===== src/rtl/mm_pkg.sv =====
`default_nettype none
// ============================================================================
// Package     : mm_pkg
// Description : Shared types and constants for the Mastermind core
//               (turn tracker, comparator, display path).
// Revision    : 1.0 - initial release
// ============================================================================
package mm_pkg;

  // Game-progress controller states.
  typedef enum logic [1:0] {
    ST_START = 2'd0,
    ST_PLAY  = 2'd1,
    ST_WIN   = 2'd2,
    ST_LOSE  = 2'd3
  } state_e;

  // Encoding of the game_over output.
  localparam logic [1:0] GAME_PLAYING = 2'd0;
  localparam logic [1:0] GAME_LOSE    = 2'd1;
  localparam logic [1:0] GAME_WIN     = 2'd2;

  // Game dimensions shared by all blocks of the core.
  localparam int DEFAULT_MAX_TURNS = 10;
  localparam int DEFAULT_PEGS      = 4;

endpackage : mm_pkg
`default_nettype wire


===== src/rtl/feedback_history.sv =====
`default_nettype none
// ============================================================================
// Module      : feedback_history
// Description : Per-turn feedback store. One write port, a bulk clear of the
//               valid bits, and a registered read port that returns zero for
//               unwritten or out-of-range entries.
// Revision    : 1.0 - initial release
// ============================================================================
module feedback_history #(
  parameter int DEPTH  = 10,
  parameter int ADDR_W = 4,
  parameter int DATA_W = 6
) (
  input  logic              clk,
  input  logic              resetn,
  input  logic              clear_i,
  input  logic              we_i,
  input  logic [ADDR_W-1:0] waddr_i,
  input  logic [DATA_W-1:0] wdata_i,
  input  logic [ADDR_W-1:0] raddr_i,
  output logic [DATA_W-1:0] rdata_o
);

  logic [DATA_W-1:0] mem_q [DEPTH];
  logic [DEPTH-1:0]  valid_q;
  logic [DATA_W-1:0] rdata_q;
  logic [DATA_W-1:0] rdata_d;

  // Entry storage: clear/reset only drop valid bits; data is qualified by them.
  always_ff @(posedge clk) begin
    if (!resetn) begin
      valid_q <= '0;
    end else if (clear_i) begin
      valid_q <= '0;
    end else begin
      for (int i = 0; i < DEPTH; i++) begin
        if (we_i && (waddr_i == ADDR_W'(i))) begin
          valid_q[i] <= 1'b1;
          mem_q[i]   <= wdata_i;
        end
      end
    end
  end

  // Read mux; an address beyond DEPTH matches no entry and yields zero.
  always_comb begin
    rdata_d = '0;
    for (int i = 0; i < DEPTH; i++) begin
      if ((raddr_i == ADDR_W'(i)) && valid_q[i]) begin
        rdata_d = mem_q[i];
      end
    end
  end

  // Read register: sees contents from before any write on the same edge.
  always_ff @(posedge clk) begin
    if (!resetn) begin
      rdata_q <= '0;
    end else begin
      rdata_q <= rdata_d;
    end
  end

  assign rdata_o = rdata_q;

endmodule : feedback_history
`default_nettype wire


===== src/rtl/turn_tracker.sv =====
`default_nettype none
// ============================================================================
// Module      : turn_tracker
// Description : Mastermind game-progress controller. Counts turns, accepts
//               comparator feedback via valid/ready, checks legality,
//               detects win/lose and keeps a readable feedback history.
// Revision    : 1.0 - initial release
// ============================================================================
module turn_tracker
  import mm_pkg::*;
#(
  parameter int MAX_TURNS = DEFAULT_MAX_TURNS,
  parameter int PEGS      = DEFAULT_PEGS,
  parameter int TURN_W    = 4,
  parameter int FB_W      = 3
) (
  input  logic              clk,
  input  logic              resetn,
  input  logic              new_game,
  input  logic              fb_valid,
  output logic              fb_ready,
  input  logic [FB_W-1:0]   fb_exact,
  input  logic [FB_W-1:0]   fb_partial,
  output logic [TURN_W-1:0] current_turn,
  output logic [1:0]        game_over,
  output logic              fb_error,
  input  logic [TURN_W-1:0] hist_rd_addr,
  output logic [2*FB_W-1:0] hist_rd_data
);

  localparam logic [FB_W:0]     c_PEGS     = (FB_W+1)'(PEGS);
  localparam logic [TURN_W-1:0] c_MAX_TURN = TURN_W'(MAX_TURNS);
  localparam logic [TURN_W-1:0] c_TURN_ONE = TURN_W'(1);

  state_e            state_q, state_d;
  logic [TURN_W-1:0] turn_q, turn_d;
  logic              fb_error_q, fb_error_d;

  logic [FB_W:0]     w_fb_sum;
  logic              w_legal;
  logic              w_win;
  logic              w_handshake;
  logic              w_hist_we;
  logic [TURN_W-1:0] w_hist_waddr;

  // Sum is one bit wider than the counts so 7+7 cannot wrap into range.
  assign w_fb_sum     = {1'b0, fb_exact} + {1'b0, fb_partial};
  assign w_legal      = ({1'b0, fb_exact} <= c_PEGS) && (w_fb_sum <= c_PEGS);
  assign w_win        = ({1'b0, fb_exact} == c_PEGS);
  assign w_handshake  = fb_valid && fb_ready;
  assign w_hist_we    = w_handshake && w_legal;
  assign w_hist_waddr = turn_q - c_TURN_ONE;

  // Next-state, turn counter and decoded outputs; new_game wins over all.
  always_comb begin
    state_d    = state_q;
    turn_d     = turn_q;
    fb_error_d = 1'b0;
    fb_ready   = (state_q == ST_PLAY) && !new_game;
    game_over  = GAME_PLAYING;

    case (state_q)
      ST_WIN:  game_over = GAME_WIN;
      ST_LOSE: game_over = GAME_LOSE;
      default: game_over = GAME_PLAYING;
    endcase

    if (new_game) begin
      state_d = ST_START;
      turn_d  = '0;
    end else begin
      case (state_q)
        ST_START: begin
          state_d = ST_PLAY;
          turn_d  = c_TURN_ONE;
        end
        ST_PLAY: begin
          if (w_handshake) begin
            if (!w_legal) begin
              fb_error_d = 1'b1;
            end else if (w_win) begin
              state_d = ST_WIN;
            end else if (turn_q == c_MAX_TURN) begin
              state_d = ST_LOSE;
            end else begin
              turn_d = turn_q + c_TURN_ONE;
            end
          end
        end
        default: ;
      endcase
    end
  end

  // State, turn and error-pulse registers.
  always_ff @(posedge clk) begin
    if (!resetn) begin
      state_q    <= ST_START;
      turn_q     <= '0;
      fb_error_q <= 1'b0;
    end else begin
      state_q    <= state_d;
      turn_q     <= turn_d;
      fb_error_q <= fb_error_d;
    end
  end

  assign current_turn = turn_q;
  assign fb_error     = fb_error_q;

  feedback_history #(
    .DEPTH  (MAX_TURNS),
    .ADDR_W (TURN_W),
    .DATA_W (2*FB_W)
  ) u_history (
    .clk     (clk),
    .resetn  (resetn),
    .clear_i (new_game),
    .we_i    (w_hist_we),
    .waddr_i (w_hist_waddr),
    .wdata_i ({fb_exact, fb_partial}),
    .raddr_i (hist_rd_addr),
    .rdata_o (hist_rd_data)
  );

endmodule : turn_tracker
`default_nettype wire


===== config.mk =====
export PLATFORM = sky130hd
export DESIGN_NAME = turn_tracker
export DESIGN_NICKNAME = d
export VERILOG_FILES = /design/src/rtl/mm_pkg.sv /design/src/rtl/feedback_history.sv /design/src/rtl/turn_tracker.sv
export SDC_FILE = /design/constraint.sdc
export NUM_CORES = 1
export LEC_CHECK = 0
export CORE_ASPECT_RATIO = 0.9
export CORE_MARGIN = 1
export CORE_UTILIZATION = 30
export CTS_CLUSTER_SIZE = 25
export DETAILED_ROUTE_END_ITERATION = 8
export GPL_ROUTABILITY_DRIVEN = 1
export RECOVER_POWER = 25
export SLEW_MARGIN = 20
export SYNTH_ARGS = -nofsm -noshare
export SYNTH_HDL_FRONTEND = slang
export SYNTH_SLANG_ARGS = --single-unit

===== constraint.sdc =====
create_clock -name clk -period 7.2 [get_ports clk]
set_input_delay 2.16 -clock clk [delete_from_list [all_inputs] [get_ports clk]]
set_output_delay 2.16 -clock clk [all_outputs]
set_load 0.03 [all_outputs]

-- Word-level counts from Yosys, hierarchy flattened
Memories as Yosys holds them, arrays and structs flattened.
Index checks and enable logic that the tools add are counted.
- word-level logic and storage cells: 182
- memory bits (writable): 60
- memories: 1
- input port bits: 14
- bits in registers: 23
- output and inout bits: 14
- equal/unequal tests: 28
- reductions and logical operators: 42
- muxes and demuxes: 89
- bitwise operators: 3
- order comparisons: 2
- $add $sub $neg: 3
- memories (name ; depth ; width ; rd ports ; clocked after memory_dff ; wr ports ; line ; text):
    u_history.mem_q ; 10 ; 6 ; 10 ; 0 ; 1 ; feedback_history.sv:24 ; logic [DATA_W-1:0] mem_q [DEPTH];
- operators with widths (cell ; number):
    two-way mux 6 bit ; 19
    OR reduction 6 bit ; 9
    two-way mux 4 bit ; 13
    two-way mux 1 bit ; 50
    equality test 4 x 3 -> 1 bit, second input constant ; 8
    logical AND 1 bit ; 24
    equality test 4 bit, second input constant ; 5
    equality test 4 x 2 -> 1 bit, second input constant ; 4
    equality test 4 x 1 -> 1 bit, second input constant ; 2
    zero test 4 bit ; 2
    two-way mux 2 bit ; 4
    inequality test 2 bit, second input constant ; 4
    case mux 2 bit (2 select lines) ; 2
    case mux 4 bit (2 select lines) ; 1
    AND reduction 5 bit ; 1
    adder 3 x 3 -> 4 bit ; 1
    adder 4 x 1 -> 4 bit, second input constant ; 1
    equality test 2 bit, second input constant ; 2
    less-or-equal comparator 4 x 3 -> 1 bit, second input constant ; 1
    AND reduction 4 bit ; 1
    OR reduction 4 bit ; 1
    subtractor 4 x 1 -> 4 bit, second input constant ; 1
    equality test 3 bit, second input constant ; 1
    less-or-equal comparator 3 bit, second input constant ; 1
    other kinds (7) ; 9

-- Longest topological paths before layout
- word-level depth: 19
- depth in mapped cells: 9
- gate-level depth less buffers: 8

-- Cells and area by module
Synthesis repeated with hierarchy kept, for this count alone.
- cell total of the unflattened synthesis: 285
- area, all modules: 3583.4 µm²
- modules (own cells, without submodules) (module ; instances ; area an instance (µm²) ; cells an instance):
    feedback_history ; 1 ; 3034.2 ; 219
    turn_tracker ; 1 ; 549.3 ; 66

-- Worst setup path after synthesis
OpenSTA, ideal clock, no wires.
- path type: input port to output port
- from: in new_game
- to: out fb_ready
- buffers on the path: 0
- required time: 5.040 ns
- stages on the path: 1
- arrival time: 2.937 ns
- slack: 2.103 ns
- cells stage by stage: nor3b_1
- longest elaborated chain between the ends: 2
- ends and longest elaborated chain (element ; line ; text):
    from (decl) ; turn_tracker.sv:19 ; input logic new_game,
    zero test 1 bit ; turn_tracker.sv:59 ; fb_ready = (state_q == ST_PLAY) && !new_game;
    logical AND 1 bit ; turn_tracker.sv:59 ;
    to (decl) ; turn_tracker.sv:21 ; output logic fb_ready,
Every way passes these cells.

-- Worst setup path in the final report
Same ends and word-level chain as after synthesis.

==> out/metrics.csv <==
stage;metric;value;unit
die;Die ar.;0.0126;sq mm
yosys;flops & latches, synth;83;
yosys;post-synthesis cell count;291;
power;Logic pwr share;0.044;
setup_path;slowest library cell on the worst path;clkdlybuf4s50_1;
timing;endpoints failing setup;0;
setup_path;Bufs and invs on worst path;2;
power;Power Dens Cells;242;mW/mm^2
global_route;Congestion Overflow GR;0;
routing;DR vias;2598;
placement;IO buf count;27;
timing;worst slew margin relative to its limit;0.490;
global_route;vias in the first global route;2498;
run_status;status;finished clean;
cts;TritonCTS Buffers;9;
setup_path;CP cell instances;clkdlybuf4s50_1 -> nor3b_1 -> clkdlybuf4s50_1;
timing;post-layout min period;5750;ps
finish;Antenna Cells;0;
placement;GPL Wtd Cong;0.898;
timing;Slew Viols, Final;0;
global_route;first-pass GRT wire length;14200;um
yosys;Syn. warnings;0;
yosys;area leader, netlist;edfxtp_1;
worst_hold_path;hold depth;1;
yosys;Synth Area in Adders;0.0399;
yosys;largest family of logic cells by synthesized area;simple AND/OR/NAND/NOR gates;
routing;routed wire length per instance;18.4;um
die;Initial Util;0.313;
setup_path;worst-path maximum fanout;3;
routing;Via density;5.38;
setup_path;Critical Path Stages;3;
die;boundary pin count;28;
timing;Max Fclk;174;MHz
finish;layout cells sized above 1;0.0734;
yosys;Synth cell types;56;
yosys;asr flop ratio synth;0;
global_route;antenna violations before repair;0;
setup_path;Crit. End Element;primary output;
routing;routed wire length;8900;um
die;Core Rows;37;
finish;Layout Nets;347;
yosys;Avg Cell Area, Syn;12.5;sq um
power;Clock power frac;0.473;
cts;Clock Tree Root;clkbuf_16;
cts;Reg clk slew, reported paths;60;ps
timing;total negative slack;0;ps
yosys;simple-gate portion of the synthesized area;0.160;
setup_path;CP Data Required Time;5040;ps
cts;setup repair bufs after CTS;0;
power;maximum vdd drop;0.121;mV
setup_path;Largest stage delay, worst path;720;ps
timing;Worst Skew;8.77;ps
power;total power;0.00106;W
setup_path;crit-path most repeated cell;clkdlybuf4s50_1;
yosys;Compound-Gate Fraction of Synth Area;0.148;
yosys;register area share after synthesis;0.623;
finish;area delta synth->final;21.1;%
cts;Hold Buf Count CTS;0;
global_route;gr usage total;0.150;
die;die height;106;um
yosys;number of enable flip-flop cells after synthesis;60;
timing;Worst-Margin Slew;765;ps
timing;period utilisation layout;0.799;
die;Die W;118;um
timing;RSZ-0062 raised after global routing;no;
run;maximum capacitance violations;0;
routing;DRT antenna net count;0;
routing;DRT iter0 DRCs;162;
setup_path;Data arrival, critical path;3590;ps
power;sequential power share;0.483;
finish;Fillers;1092;
die;Core Footprint;0.0116;sq mm
cts;CTS H-tree depth;3;
placement;DP Wirelength;6170;um
cts;Clock Tree Buf Depth;2;
power;Sw Ratio;0.212;
cts;clk sink count;83;
cts;Clock Latency Late Sink;340;ps
power;Int Power;0.000838;W
timing;Hold Fails Final Rpt;0;
routing;drt pass-1 iters;6;
yosys;post-synthesis cell area;0.00363;sq mm
yosys;top_reg_cell synth;edfxtp_1;
setup_path;CP Launch Type;primary input;
yosys;top cell type's share of synthesized area;0.496;
power;Sw Pwr;0.000225;W
yosys;XOR/XNOR share of the synthesized area;0;
routing;DRC;0;
power;Leakage Power;1.48;nW
yosys;Syn Nets;316;
setup_path;reg2reg path depth;7;
yosys;post-synthesis mux area share;0.00310;
cts;CTS tree;done;
global_route;largest net degree at the start of global routing;17;
setup_path;Crit Path Category;in2out;
worst_hold_path;Hold WC Path Type;reg2reg;
setup_path;delay-heaviest family, CP;buffers and inverters;
yosys;synth top area cells;edfxtp_1, dfxtp_1, ha_1, a32o_1, nand3_1;
cts;post_cts resized;0;
synthesized netlist by cell type, types with 2 or more instances:
cell       n
edfxtp_1  60
dfxtp_1   23
nor2_1    15
nand3_1   14
o21ai_0   12
and3_1    11
inv_1     11
nand2_1   11
ha_1      10
nor3_1    10
a21oi_1    9
nand4_1    9
a31oi_1    8
a32o_1     7
a221oi_1   6
nor3b_1    6
clkbuf_1   5
nor2b_1    5
a21o_1     4
nand2b_1   4
o221ai_1   4
buf_2      3
a211oi_1   2
a31o_1     2
and2_1     2
and4_1     2
buf_1      2
nand3b_1   2
o21a_1     2
o21ai_1    2
o31ai_1    2
or2_2      2
cells in the final DEF (no fill, tap or decap), types with 4 or more instances in the layout:
cell / netlist / final
a221oi_1: 6 / 6
o221ai_1: 4 / 4
nor3b_1: 6 / 6
nand4_1: 9 / 9
clkbuf_16: 0 / 9
nor3_1: 10 / 10
dfxtp_1: 23 / 23
inv_1: 11 / 11
nand2b_1: 4 / 4
clkdlybuf4s50_1: 0 / 22
a31oi_1: 8 / 8
nand2_1: 11 / 11
o21ai_0: 12 / 12
a32o_1: 7 / 7
edfxtp_1: 60 / 60
ha_1: 10 / 10
dlygate4sd3_1: 0 / 5
a21o_1: 4 / 4
nand3_1: 14 / 14
nor2b_1: 5 / 4
nor2_1: 15 / 15
and3_1: 11 / 11
a21oi_1: 9 / 9
flip-flops by register name (all words and copies together) (netlist names):
name,count
fb_error,1
state_q,2
u_history.mem_q,60
u_history.rdata_o,6
current_turn,4
u_history.valid_q,10
logic make-up (layout without fill, tap and decap cells):
| logic type | Yosys count | in the layout |
|---|---|---|
| simple gates | 102 | 102 |
| flops | 83 | 83 |
| compound gates | 72 | 72 |
| buf+inv | 22 | 58 |
| fa+ha+maj | 11 | 11 |
| mux | 1 | 1 |
worst reg2reg max path: stages (launching register included):
cell	delay, ps
dfxtp_1	540
inv_1	190
ha_1	280
or2_2	300
o21ai_0	220
a22oi_1	130
nor2_1	240
and3_1	410
final timing paths:
| path | from | to | slack [ps] |
|---|---|---|---|
| setup / recovery | new_game | fb_ready | 1450 |
| hold / removal | u_history.valid_q[3] | u_history.valid_q[3] | 470 |
| setup reg to reg | current_turn[0] | u_history.mem_q[8][2] | 4540 |
| hold reg to reg | u_history.valid_q[3] | u_history.valid_q[3] | 470 |
layout make-up:
class,instances,area [sq um],area share
inverters,11,41.3,0.00938
multi-input cells,186,1280,0.291
clock buffers,9,225,0.0512
well taps,156,195,0.0443
repair buffers,31,293,0.0665
clock inverters,7,105,0.0239
flip-flops and latches,83,2260,0.514
stage by stage:
step	instances	utilization	hold WS, ps	setup WS (ps)	cell area, sq um
global placement	467	0.351	455	1500	4080
CTS	483	0.379	467	1430	4410
global route	483	0.379	473	1370	4400
finish	483	0.379	471	1450	4400
detailed placement	467	0.351	447	1450	4080
floorplan	291	-	419	2100	3630
power groups by stage:
stage	Combinational (W)	Clock [W]	Sequential [W]
CTS	0.0000478	0.000507	0.000513
global placement	0.0000467	0	0.000524
floorplan	0.0000235	0	0.000524
detailed placement	0.0000477	0	0.000524
global route	0.0000512	0.000527	0.000513
finish	0.0000470	0.000503	0.000513
metal layers:
metal | GRT usage | share of wire | vias up
li1 | - | - | 1205
met1 | 0.208 | 0.47 | 1257
met2 | 0.224 | 0.43 | 120
met3 | 0.0359 | 0.078 | 16
met4 | 0.0559 | 0.022 | 0
met5 | 0 | 0 | -
No activity file was read; power rests on OpenSTA's default activity.
